### src/rtl/freq_meter_pkg.sv
// Shared frequency-meter constants: range select codes,
// gate lengths in timebase ticks and gate FSM state codes.
package freq_meter_pkg;

  localparam logic [1:0] SEL_100K = 2'b00;
  localparam logic [1:0] SEL_10K  = 2'b01;
  localparam logic [1:0] SEL_1K   = 2'b11;

  localparam logic [6:0] GT_100K = 7'd1;
  localparam logic [6:0] GT_10K  = 7'd10;
  localparam logic [6:0] GT_1K   = 7'd100;

  localparam logic [1:0] IDLE = 2'd0;
  localparam logic [1:0] GATE = 2'd1;
  localparam logic [1:0] DONE = 2'd2;

  // 2'b10 is unused and falls back to the 10-tick gate
  function automatic logic [6:0] gate_ticks(
    input logic [1:0] sel
  );
    logic [6:0] n;
    unique case (sel)
      SEL_100K: n = GT_100K;
      SEL_1K:   n = GT_1K;
      default:  n = GT_10K;
    endcase
    return n;
  endfunction

endpackage

### src/rtl/bcd_digit_cnt.sv
// One BCD digit of a ripple counter.
// Ports: clk, clear (sync reset), clr, inc, q, q_nxt, carry.
module bcd_digit_cnt (
  input  logic       clk,
  input  logic       clear,
  input  logic       clr,
  input  logic       inc,
  output logic [3:0] q,
  output logic [3:0] q_nxt,
  output logic       carry
);

  assign carry = inc & (q == 4'd9);

  always_comb begin
    q_nxt = q;
    if (clr)
      q_nxt = 4'd0;
    else if (inc)
      q_nxt = (q == 4'd9) ? 4'd0 : q + 4'd1;
  end

  always_ff @(posedge clk) begin
    if (clear)
      q <= 4'd0;
    else
      q <= q_nxt;
  end

endmodule

### src/rtl/freq_gate_counter.sv
// Gated BCD pulse counter: counts sig_in rising edges over a
// 1/10/100-tick gate (std_f_sel), latches dout, flags cntover/cntlow.
// Ports: clk, clear (sync reset), reset (restart), std_f_sel,
// sig_in, cntover, cntlow, dout, dvalid.
// FREQ_SIG_SYNC_EN adds a 2-flop synchronizer on sig_in.
module freq_gate_counter
  import freq_meter_pkg::*;
#(
  parameter int TB_DIV = 100000,
  parameter int DIGITS = 4
) (
  input  logic                clk,
  input  logic                clear,
  input  logic                reset,
  input  logic [1:0]          std_f_sel,
  input  logic                sig_in,
  output logic                cntover,
  output logic                cntlow,
  output logic [4*DIGITS-1:0] dout,
  output logic                dvalid
);

  localparam int PW = $clog2(TB_DIV);
  localparam int CW = 4 * DIGITS;
  localparam logic [PW-1:0] P_LAST = PW'(TB_DIV - 1);
  localparam logic [CW-1:0] ALL9 = {DIGITS{4'h9}};

  logic [1:0]        state;
  logic [PW-1:0]     presc;
  logic [6:0]        ticks;
  logic [6:0]        gate_n;
  logic              sig_s;
  logic              cur;
  logic              prev;
  logic              rise;
  logic              inc;
  logic              ovf;
  logic              tick;
  logic              gate_end;
  logic              clr;
  logic [DIGITS:0]   chain;
  logic [DIGITS-1:0] is9;
  logic [CW-1:0]     cnt_q;
  logic [CW-1:0]     cnt_nxt;
  logic              unused_carry;

`ifdef FREQ_SIG_SYNC_EN
  logic [1:0] sync;

  always_ff @(posedge clk) begin
    if (clear)
      sync <= 2'b00;
    else
      sync <= {sync[0], sig_in};
  end

  assign sig_s = sync[1];
`else
  assign sig_s = sig_in;
`endif

  assign rise = cur & ~prev;
  assign inc  = (state == GATE) & ~reset & rise;
  assign ovf  = inc & (&is9);

  // Saturate at all 9s: the final edge is not fed into the chain
  assign chain[0] = inc & ~ovf;
  assign clr      = reset | (state == IDLE);

  assign tick     = (presc == P_LAST);
  assign gate_end = tick && (ticks == gate_n - 7'd1);

  // Top carry can never fire because the chain is saturated
  assign unused_carry = chain[DIGITS];

  for (genvar i = 0; i < DIGITS; i++) begin : g_dig
    bcd_digit_cnt u_dig (
      .clk   (clk),
      .clear (clear),
      .clr   (clr),
      .inc   (chain[i]),
      .q     (cnt_q[4*i +: 4]),
      .q_nxt (cnt_nxt[4*i +: 4]),
      .carry (chain[i+1])
    );
    assign is9[i] = (cnt_q[4*i +: 4] == 4'd9);
  end

  always_ff @(posedge clk) begin
    if (clear) begin
      state   <= IDLE;
      presc   <= '0;
      ticks   <= '0;
      gate_n  <= '0;
      cntover <= 1'b0;
      cntlow  <= 1'b0;
      dvalid  <= 1'b0;
      dout    <= '0;
      cur     <= 1'b0;
      prev    <= 1'b0;
    end else begin
      cur  <= sig_s;
      prev <= cur;
      if (reset) begin
        state   <= IDLE;
        presc   <= '0;
        ticks   <= '0;
        cntover <= 1'b0;
        cntlow  <= 1'b0;
        dvalid  <= 1'b0;
      end else begin
        unique case (state)
          IDLE: begin
            state  <= GATE;
            gate_n <= gate_ticks(std_f_sel);
            presc  <= '0;
            ticks  <= '0;
          end
          GATE: begin
            if (ovf) begin
              state   <= DONE;
              cntover <= 1'b1;
              cntlow  <= 1'b0;
              dout    <= ALL9;
              dvalid  <= 1'b1;
            end else if (gate_end) begin
              state   <= DONE;
              cntover <= 1'b0;
              cntlow  <= (cnt_nxt[CW-1 -: 4] == 4'd0);
              dout    <= cnt_nxt;
              dvalid  <= 1'b1;
            end else begin
              presc <= tick ? '0 : presc + 1'b1;
              if (tick)
                ticks <= ticks + 7'd1;
            end
          end
          DONE: begin
          end
          default: state <= IDLE;
        endcase
      end
    end
  end

endmodule
### config.mk
export PLATFORM = sky130hd
export DESIGN_NAME = freq_gate_counter
export DESIGN_NICKNAME = d
export VERILOG_FILES = /design/src/rtl/freq_meter_pkg.sv /design/src/rtl/bcd_digit_cnt.sv /design/src/rtl/freq_gate_counter.sv
export SDC_FILE = /design/constraint.sdc
export NUM_CORES = 1
export LEC_CHECK = 0
export ABC_CLOCK_PERIOD_IN_PS = 5650
export CORE_UTILIZATION = 45
export CTS_BUF_LIST = sky130_fd_sc_hd__clkbuf_16
export DETAILED_ROUTE_END_ITERATION = 10
export PLACE_DENSITY_LB_ADDON = 0.2
export SYNTH_ARGS = -nofsm -noshare
export SYNTH_HDL_FRONTEND = slang
export SYNTH_SLANG_ARGS = --single-unit
### constraint.sdc
create_clock -name clk -period 5.65 [get_ports clk]
set_input_delay 1.13 -clock clk [delete_from_list [all_inputs] [get_ports clk]]
set_output_delay 1.13 -clock clk [all_outputs]
set_load 0.05 [all_outputs]
==> results.tsv <==
metric	value	unit
Post-CTS Hold Buffers	0	
Worst EP required	5.81	ns
R2R Path End	presc[4]$_SDFFE_PP0P_	
PortBufs	24	
layout cells sized above 1	7.21	%
XOR/XNOR Fraction of Synth Area	5.40	%
Bufs on Longest Clock Path	2	
reg2reg setup slack	2.66	ns
Fin Clk Skew	0.00309	ns
crit path capture type	flip-flop	
RSZ-0062 raised after global routing	false	
Async S/R FF share, synth	0	%
VDD IR max	0.000210	V
Syn Std Cell Area	3410	um2
Hold Crit Class	reg -> reg	
clock power share	50.5	%
row count	31	
Least-Margin Pin Slew	1.10	ns
Placed Instances	514	
Area growth syn-to-layout	17.4	%
switching power	0.209	mW
final net count	443	
largest family of logic cells by synthesized area	simple AND/OR/NAND/NOR gates	
reg2reg start	gate_n[0]$_SDFFE_PP0P_	
# DRC	0	
most common cell in the synthesized netlist	dfxtp_1	
post-synthesis adder-cell area fraction	4.04	%
synth top area cells	dfxtp_1, nor2_1, nand2_1	
Synth Register Bits	66	
leakage power	1.45	nW
Post-Route Setup TNS	0	ns
area occupied by multi-input gates	1990	um2
CTS tree	built	
Mean Syn Cell Area	8.45	um2
cell internal pwr	0.814	mW
final design utilization	54.8	%
via count	2884	
Post-synth EDFFs	0	
area fraction of the dominant cell type after synthesis	38.8	%
slew margin rel.	26.3	%
initial antenna violation count	0	
chip width	89.0	um
Synth cell types	57	
hold path cells	2	
drt wl/cell	13.9	um
CP Max Fanout	16	
total track usage	20.1	%
switching share of power	20.4	%
DR iter-0 viols	114	
CTS H-tree depth	3	
setup bufs post-CTS	0	
Cell Count, Final, Fillers Out	529	
YS warnings	0	
dominant cell type by area after synthesis	dfxtp_1	
Tcrit/Tclk final	60.6	%
Synth Instances	403	
final wirelength	7.35	mm
starting density of the core	46.7	%
Via density	5.45	
post-synthesis compound-gate area fraction	11.1	%
final hold vios	0	
vias in the first global route	2617	
filler cell count in the final layout	724	
Remaining Overflow, GRT	0	
RePlAce Congestion	0.793	
max cap viols	0	
IO Count	25	
sequential-to-total area share from yosys stat	38.8	%
WP data arrival	3.58	ns
die height	89.0	um
minimum clock period	3.43	ns
Fmax achieved	292	MHz
total CTS buffers	9	
Skew-Pair Late Insertion Delay	0.32	ns
combinational power share	3.5	%
Sequential Power Share	46.0	%
clock transition at the registers of the reported paths	0.05	ns
Die ar.	7920	um2
largest net degree at the start of global routing	28	
first-pass GRT wire length	12.1	mm
# setup viols final	0	
CP startpoint kind	input port	
Hold Crit Endpoint	dout[1]$_SDFFE_PP0P_	
Hold Crit Start	dout[1]$_SDFFE_PP0P_	
status	complete, no violations	
dominant synthesized flop cell	dfxtp_1	
clk sinks	66	
n_diodes	0	
post-CTS resize count	0	
Synth top cells by count	dfxtp_1, nor2_1, nand2_1	
CORE AREA	7290	um2
root buf cell	clkbuf_16	
fin. max-slew vios	0	
multiplexer share of the synthesized area	4.22	%
Reg2Reg Depth	9	
sequential cell area	1320	um2
Post-Synth Simple-Gate Area	33.7	%
critical path class	in -> reg	
Syn Nets	420	
Pre-Repair DR Iteration Count	4	
remaining antenna violation count after routing	0	
PD cells	256	nW/um2
post-DP HPWL	5.25	mm
worst hold margin	0.455	ns
==> placed cells by master, fill, tap and decap left out, drive strengths merged, types with 4 or more instances in the layout <==
cell	n
dfxtp	66
nor2	59
nor2b	12
mux2i	11
or2	4
clkbuf	9
or3	12
a21oi	14
clkdlybuf4s50	24
xor2	4
o21ai	14
and3	8
nor3	21
nand2b	7
nand3	13
nand3b	9
nand2	40
nor4	8
ha	11
inv	12
xnor2	17
nand4	7
==> worst max-delay path by stage <==
stage | startpoint | end | slack (ns)
2_1_floorplan | reset | ticks[4]$_SDFFE_PP0P_ | 3.07
3_3_place_gp | reset | ticks[0]$_SDFFE_PP0P_ | 2.00
3_5_place_dp | reset | ticks[0]$_SDFFE_PP0P_ | 1.88
4_1_cts | reset | ticks[0]$_SDFFE_PP0P_ | 2.22
5_1_grt | reset | ticks[0]$_SDFFE_PP0P_ | 2.00
6_report | reset | ticks[0]$_SDFFE_PP0P_ | 2.22
==> critical path: stages <==
cell and delay (ns):
clkdlybuf4s50_1 0.62, nor2_1 0.10, and3_1 0.28, a21o_1 0.36
o21ai_1 0.93, mux2i_1 0.16
==> per-layer routing <==
metal / vias to the layer above / GRT usage, % / wire length, um
met5: - / 0 / 0
met4: 0 / 7.22 / 71
met3: 8 / 5.17 / 283
met2: 59 / 35.0 / 3540
met1: 1355 / 24.2 / 3450
li1: 1462 / - / -
==> power by group through the flow <==
| stage | logic, mW | clock network [mW] | registers, mW |
|---|---|---|---|
| 2_1_floorplan | 0.0254 | 0 | 0.480 |
| 3_3_place_gp | 0.0343 | 0 | 0.481 |
| 3_5_place_dp | 0.0355 | 0 | 0.481 |
| 4_1_cts | 0.0357 | 0.529 | 0.471 |
| 5_1_grt | 0.0390 | 0.548 | 0.471 |
| 6_report | 0.0353 | 0.517 | 0.471 |
==> layout make-up <==
class	count	area share, %
inverter	10	0.939
multi-input combinational	314	49.8
timing repair buffer	25	6.20
sequential	66	33.0
tap	99	3.10
clock buffer	9	5.63
clock inverter	6	1.28
==> flip-flops by register name, summed over array words and instances (netlist names), 2 cells and up <==
register       cells
presc             17
dout              16
g_dig.u_dig.q     16
ticks              7
gate_n             3
state              2
==> logic make-up after synthesis <==
group	Yosys count
simple gates	217
flops	66
compound gates	51
buf+inv	23
xor+xnor	21
mux	14
fa+ha+maj	11
==> per-stage QoR <==
step           area [um2]  setup WS [ns]  power [mW]
2_1_floorplan        3410           3.07       0.505
3_3_place_gp         3720           2.00       0.515
3_5_place_dp         3720           1.88       0.516
4_1_cts              4000           2.22        1.04
5_1_grt              4000           2.00        1.06
6_report             4000           2.22        1.02
(Power assumes the default switching activity.)
